File: config.mk
export PLATFORM = sky130hd
export DESIGN_NAME = mem_port_arbiter
export DESIGN_NICKNAME = d
export VERILOG_FILES = /design/src/rtl/mem_port_arbiter.sv
export SDC_FILE = /design/constraint.sdc
export NUM_CORES = 1
export LEC_CHECK = 0
export ABC_AREA = 1
export CORE_UTILIZATION = 42
export DETAILED_ROUTE_END_ITERATION = 7
export PLACE_DENSITY = 0.87
export REMOVE_ABC_BUFFERS = 1
export SETUP_SLACK_MARGIN = 0.1
export SLEW_MARGIN = 20
export SYNTH_ARGS = -nofsm -noshare
export SYNTH_HDL_FRONTEND = slang
export SYNTH_SLANG_ARGS = --single-unit
export TNS_END_PERCENT = 30
File: constraint.sdc
create_clock -name i_clk -period 2.16 [get_ports i_clk]
set_input_delay 0.648 -clock i_clk [delete_from_list [all_inputs] [get_ports i_clk]]
set_output_delay 0.648 -clock i_clk [all_outputs]
set_load 0.01 [all_outputs]
File: src/rtl/mem_port_arbiter.sv
// Shares one single-port memory between the fetch port and the load/store port.
// Latency: read accept -> rvalid is MEM_LAT+2 cycles; a write is committed one cycle after accept.
// Backpressure: *_ready only in IDLE, at most one winner per cycle, round-robin on ties.
module mem_port_arbiter #(
   parameter int AW      = 32,
   parameter int DW      = 32,
   parameter int MEM_LAT = 1
) (
   input  logic          i_clk,
   input  logic          i_rst,
   input  logic          i_if_req,
   input  logic [AW-1:0] i_if_addr,
   output logic          o_if_ready,
   output logic          o_if_rvalid,
   output logic [DW-1:0] o_if_rdata,
   input  logic          i_d_req,
   input  logic          i_d_we,
   input  logic [AW-1:0] i_d_addr,
   input  logic [DW-1:0] i_d_wdata,
   output logic          o_d_ready,
   output logic          o_d_rvalid,
   output logic [DW-1:0] o_d_rdata,
   output logic          o_mem_req,
   output logic          o_mem_we,
   output logic [AW-1:0] o_mem_addr,
   output logic [DW-1:0] o_mem_wdata,
   input  logic [DW-1:0] i_mem_rdata
);

   typedef enum logic [1:0] {S_IDLE, S_ISSUE, S_WAIT, S_RESP} state_t;

   // Owner / last-grant encoding: 0 = fetch port, 1 = data port.
   localparam logic       OWN_IF  = 1'b0;
   localparam logic       OWN_D   = 1'b1;
   localparam logic [3:0] LAT_CNT = 4'(MEM_LAT);

   state_t        r_state;
   state_t        w_next;
   logic          r_last_grant;
   logic          r_owner;
   logic          r_we;
   logic [3:0]    r_cnt;
   logic [AW-1:0] r_addr;
   logic [DW-1:0] r_wdata;
   logic [DW-1:0] r_if_rdata;
   logic [DW-1:0] r_d_rdata;
   logic          w_grant_if;
   logic          w_grant_d;
   logic          w_accept;
   logic          w_capture;

   // Arbitration in IDLE and next-state selection; grants are masked while reset is high.
   always_comb begin
      w_next     = r_state;
      w_grant_if = 1'b0;
      w_grant_d  = 1'b0;
      w_capture  = 1'b0;
      case (r_state)
         S_IDLE: begin
            if (!i_rst) begin
               // Data wins when alone, or on a tie when fetch was granted last.
               if (i_d_req && (!i_if_req || (r_last_grant == OWN_IF))) begin
                  w_grant_d = 1'b1;
               end else if (i_if_req) begin
                  w_grant_if = 1'b1;
               end
               if (w_grant_d || w_grant_if) begin
                  w_next = S_ISSUE;
               end
            end
         end
         S_ISSUE: w_next = r_we ? S_IDLE : S_WAIT;
         S_WAIT: begin
            // cnt==1 marks the cycle in which the memory's read word is valid.
            if (r_cnt == 4'd1) begin
               w_capture = 1'b1;
               w_next    = S_RESP;
            end
         end
         S_RESP:  w_next = S_IDLE;
         default: w_next = S_IDLE;
      endcase
   end

   assign w_accept = w_grant_if | w_grant_d;

   // State, request latch, wait counter and response capture; reset drops any in-flight read.
   always_ff @(posedge i_clk) begin
      if (i_rst) begin
         r_state      <= S_IDLE;
         r_last_grant <= OWN_IF;
         r_owner      <= OWN_IF;
         r_we         <= 1'b0;
         r_cnt        <= 4'd0;
         r_addr       <= '0;
         r_wdata      <= '0;
         r_if_rdata   <= '0;
         r_d_rdata    <= '0;
      end else begin
         r_state <= w_next;
         if (w_accept) begin
            r_last_grant <= w_grant_d ? OWN_D : OWN_IF;
            r_owner      <= w_grant_d ? OWN_D : OWN_IF;
            r_we         <= w_grant_d & i_d_we;
            r_addr       <= w_grant_d ? i_d_addr : i_if_addr;
            if (w_grant_d) begin
               r_wdata <= i_d_wdata;
            end
         end
         if ((r_state == S_ISSUE) && !r_we) begin
            r_cnt <= LAT_CNT;
         end else if (r_state == S_WAIT) begin
            r_cnt <= r_cnt - 4'd1;
         end
         if (w_capture) begin
            if (r_owner == OWN_D) begin
               r_d_rdata <= i_mem_rdata;
            end else begin
               r_if_rdata <= i_mem_rdata;
            end
         end
      end
   end

   assign o_if_ready  = w_grant_if;
   assign o_d_ready   = w_grant_d;
   assign o_mem_req   = (r_state == S_ISSUE);
   assign o_mem_we    = (r_state == S_ISSUE) & r_we;
   assign o_mem_addr  = r_addr;
   assign o_mem_wdata = r_wdata;
   assign o_if_rvalid = (r_state == S_RESP) & (r_owner == OWN_IF);
   assign o_d_rvalid  = (r_state == S_RESP) & (r_owner == OWN_D);
   assign o_if_rdata  = r_if_rdata;
   assign o_d_rdata   = r_d_rdata;

endmodule

## Word level (Yosys, flattened, before mapping)

Index checks and enable logic that the tools add are counted.
W data, S select, Z words.

| word-level totals | value |
|---|---|
| register bits after elaboration | 136 |
| latch bits | 0 |
| memory bits (writable) | 0 |
| ROM bits | 0 |
| input port bits | 133 |
| output and inout port bits | 134 |
| logic and storage cells | 56 |
| memories kept | 0 |

| cells by class | value |
|---|---|
| add/subtract/negate cells | 1 |
| multipliers | 0 |
| div/mod/pow operators | 0 |
| order comparisons | 0 |
| equality and inequality tests | 6 |
| shift operators | 0 |
| muxes and demuxes | 21 |
| bitwise gates (word level) | 6 |
| reduce and logical (&&, ||, !) cells | 13 |

Operators by type and width:

| kind | count |
|---|---|
| $mux W32 | 1 |
| $mux W1 | 16 |
| $pmux W2 S4 | 1 |
| $reduce_and A2 Y1 | 4 |
| $mux W2 | 3 |
| $and A1 B1 Y1 | 4 |
| $eq A2 B2 Y1 const B | 2 |
| $eq A4 B1 Y1 const B | 1 |
| $ne A2 B2 Y1 const B | 2 |
| $sub A4 B1 Y4 const B | 1 |
| $eq A2 B1 Y1 const B | 1 |
| $logic_and A1 B1 Y1 | 2 |
| $logic_not A1 Y1 | 2 |
| $logic_not A2 Y1 | 1 |
| $logic_or A1 B1 Y1 | 2 |
| $reduce_bool A2 Y1 | 1 |
| $reduce_or A2 Y1 | 1 |
| $not A1 Y1 | 1 |
| $or A1 B1 Y1 | 1 |

## Logic depth before layout (Yosys ltp)

| logic depth | value |
|---|---|
| word-level depth | 10 |
| mapped depth | 9 |
| gate-level depth less buffers | 8 |

## Least setup slack after synthesis

OpenSTA, ideal clock, no wires.

| timing path | value |
|---|---|
| path kind | input to output |
| from | in i_rst |
| to | out o_if_ready |
| data arrival time | 1.481 ns |
| data required time | 1.512 ns |
| setup slack | 0.031 ns |
| stages | 5 |
| buffers on the path | 2 |
| cell sequence | buf_2 inv_4 nand2_4 clkbuf_2 nor3_1 |

| on the way | value |
|---|---|
| word-level cells in the longest chain between the ends | 2 |

RTL lines:

| element | line | RTL |
|---|---|---|
| start: declaration | 10 | `input logic i_rst,` |
| $mux W1 | 60 | `if (!i_rst) begin` |
| $mux W1 | 58 | `case (r_state)` |
| end: declaration | 13 | `output logic o_if_ready,` |

No other way between the ends.

## Worst setup path after layout

| timing path | value |
|---|---|
| from | in i_if_req |
| to | out o_d_ready |

| on the way | value |
|---|---|
| word-level cells in the longest chain between the ends | 8 |

RTL lines:

| element | line | RTL |
|---|---|---|
| start: declaration | 11 | `input logic i_if_req,` |
| $logic_not A1 Y1 | 62 | `if (i_d_req && (!i_if_req \|\| (r_last_grant == OWN_IF))) begin` |
| $logic_or A1 B1 Y1 | 62 |  |
| $logic_and A1 B1 Y1 | 62 |  |
| $mux W1 | 62 |  |
| $mux W1 | 60 |  |
| $mux W1 | 58 |  |
| $mux W1 | 60 |  |
| $mux W1 | 58 |  |
| end: declaration | 20 | `output logic o_d_ready,` |

No other way between the ends. The select of a mux whose other input is x is not followed.

==> results.py <==
metrics = {
    "power_and_ir_drop": {
        "switching_share_pct": 29.03,
        "switchingPower_w": 0.002049,
        "intPower_w": 0.005009,
        "ir_drop_uv": 468.4,
        "powerDensity_nw_per_um2": 769.6,
        "clkPwrFrac_pct": 39.2,
        "combPwrFrac_pct": 21.7,
        "p_leak_nw": 3.583,
        "p_seq_share_pct": 39.1,
    },
    "critical_path": {
        "critical_path_class": "primary input to output pin",
        "endpoint_kind": "output pin",
        "crit_fanout": 9,
        "start_kind": "primary input",
        "worstPathRequired_ns": 1.51,
        "critical_path_arrival_ns": 1.41,
    },
    "clock_network": {
        "cts_htree_levels": 4,
        "cts_tree": "done",
        "path_clk_slew_ns": 0.06,
        "clockBufferDepth": 2,
        "cts_root_buf": "clkbuf_16",
        "clock_latency_ns": 0.42,
        "cts_hold_buf": 0,
        "numCtsBuffers": 17,
        "cts_num_sinks": 136,
    },
    "timing": {
        "whs_ns": 0.4605,
        "min_period_over_period_pct": 95.29,
        "setup_viol": 0,
        "finalHoldViolations": 0,
        "fin_setup_tns_ns": 0,
        "rsz0062_at_grt": "yes",
        "fmax_mhz": 485.9,
        "worst_slew_pin_slew_ns": 1.082,
        "slew_headroom_pct": 27.88,
        "fin_crit_ns": 2.058,
        "fin_skew_ns": 0.008915,
        "slew_viol_final": 0,
    },
    "grt": {
        "grt_pass1_wl_um": 30550,
        "grt_overflow": 0,
        "antenna_found_initial": 0,
        "grt_pass1_vias": 6113,
        "grt_start_max_net_pins": 99,
        "grt_use_total_pct": 27.06,
    },
    "floorplanning": {
        "die_x_um": 119.9,
        "placementRows": 42,
        "design.core.area_um2": 13400,
        "io_pins": 267,
        "die_y_um": 119.9,
        "start_util_pct": 43.56,
        "die_area_um2": 14370,
    },
    "final_layout": {
        "area_growth_pct": 57.13,
        "seqCellArea_um2": 2724,
        "nets": 1161,
        "drive_gt1_share_pct": 9.047,
        "multiInputGateArea_um2": 2457,
        "n_fill_cell": 1066,
        "diodes": 0,
        "final_area_um2": 9171,
    },
    "yosys": {
        "avgSynthCellArea_um2": 7.522,
        "yosys_warnings": 0,
        "ys_top_cells_by_area": "dfxtp_1, a21oi_1, nand2_1, nand4_1, nand3_1",
        "synth_top_cell_by_area": "dfxtp_1",
        "syn_area_um2": 5837,
        "syn_inst": 776,
        "synth_top_area_share_pct": 46.65,
        "synth_seq_area_share_pct": 46.65,
        "synth-seq-cells": 136,
        "ys_types": 29,
    },
    "min_path": {
        "hp-class": "register to register",
    },
    "place": {
        "numPortBuffers": 266,
        "dpl_cell_area_um2": 8617,
        "place_congestion": 0.8201,
        "hpwl_um": 12400,
    },
    "run": {
        "cap_viol_max_count": 0,
    },
    "routing": {
        "drtIter0Drc": 698,
        "drc": 0,
        "wl_um": 18800,
        "vias_per_cell": 5.259,
        "wl_per_cell_um": 15.47,
        "drt_first_pass_iters": 8,
        "ant_nets": 0,
        "vias": 6390,
    },
    "status": {
        "status": "finished clean",
    },
}
==> cells in the mapped netlist <==
cell type	instances
clkbuf_2	1
a21oi_1	91
nand2_4	3
nor3_1	4
nand2_1	110
inv_1	72
nor2_8	1
nand3_2	1
a21oi_4	1
xnor2_1	1
inv_4	2
dfxtp_1	136
inv_2	5
buf_1	4
ha_1	2
or2_2	1
o21ai_0	65
clkinv_1	1
clkbuf_1	15
a21oi_2	7
nand4_1	64
buf_2	29
buf_4	9
nand2_2	2
nor2_2	2
nor2_1	69
nand3_1	70
nor2_4	1
buf_6	7
==> cells in the final DEF (no fill, tap or decap), types with 2 or more instances in the layout <==
cell             count
clkinv_2             4
inv_4                2
nand4_1             64
a21oi_2              7
clkbuf_16           17
nand2_2              2
inv_6                5
clkdlybuf4s50_1    257
nor2_4               2
buf_4               28
nand2_1            110
nor2_1              69
buf_2                2
o21ai_0             65
inv_1               72
nor3_1               3
inv_2                5
dfxtp_1            135
a21oi_1             91
dlygate4sd2_1        4
nand2_4              3
clkinvlp_4           2
buf_12               3
nand3_1             70
ha_1                 2
==> power by group through the flow <==
stage / sequential, W / combinational, W / clock (W)
after floorplan: 0.00288 / 0.000552 / 0
after global placement: 0.00280 / 0.00149 / 0
after detailed placement: 0.00281 / 0.00151 / 0
after CTS: 0.00276 / 0.00152 / 0.00280
after global routing: 0.00277 / 0.00167 / 0.00294
final: 0.00276 / 0.00153 / 0.00277
==> routing by layer <==
metal,wire [µm],global-route usage [%]
met1,7550,31.40
met2,8961,44.54
met5,0,0
met4,456,11.95
met3,1830,9.886
==> worst paths after layout <==
path	start	to	slack [ns]	cells past startpoint
max	i_if_req	o_d_ready	0.10	6
min	o_if_rdata[21]	o_if_rdata[21]	0.46	2
max reg2reg	register	o_mem_addr[16]	0.47	9
min reg2reg	o_if_rdata[21]	o_if_rdata[21]	0.46	2
==> critical path, stage by stage <==
cell	delay, ns
dlygate4sd2_1	0.25
nand2_2	0.08
nand2_4	0.06
buf_6	0.14
nor2_8	0.10
buf_4	0.13
==> cells by family after synthesis <==
logic type | count (synthesis) | share of synthesized area, %
XOR/XNOR | 1 | 0.1501
flip-flops | 136 | 46.65
AO/OA/AOI/OAI | 164 | 14.71
buffers and inverters | 145 | 11.53
adder cells (fa/ha/maj) | 2 | 0.4287
AND/OR/NAND/NOR | 328 | 26.54
==> flip-flops by register name, summed over array words and instances, names as in the netlist, named ones only <==
register,count
r_state,1
r_owner,1
o_mem_wdata,32
o_if_rdata,32
r_cnt,4
o_d_rdata,32
r_we,1
o_mem_addr,32
==> cell type report <==
type | count | share of cell area (%)
clock buffers | 19 | 4.829
clock inverters | 13 | 1.282
inverters | 80 | 3.329
multi-input cells | 495 | 26.79
flip-flops and latches | 136 | 29.70
well taps | 176 | 2.401
repair buffers | 296 | 31.66
==> stage by stage <==
stage	setup slack [ns]	power, W	instances	utilization [%]
3_5_place_dp	-0.6533	0.004319	1183	64.30
6_report	0.1018	0.007058	1215	68.44
4_1_cts	0.09789	0.007082	1215	68.48
2_1_floorplan	-1.083	0.003437	711	-
5_1_grt	0.06717	0.007381	1215	68.44
3_3_place_gp	-0.6575	0.004297	1183	64.30
==> what timing repair did <==
| action | 4_1_cts | 5_1_grt |
|---|---|---|
| buffers inserted | 0 | 0 |
| setup endpoints to repair | 6 | 5 |
| gates cloned | 0 | 0 |
| gates resized for setup | 24 | 2 |
Note: power is estimated with default switching activity, not from simulation.
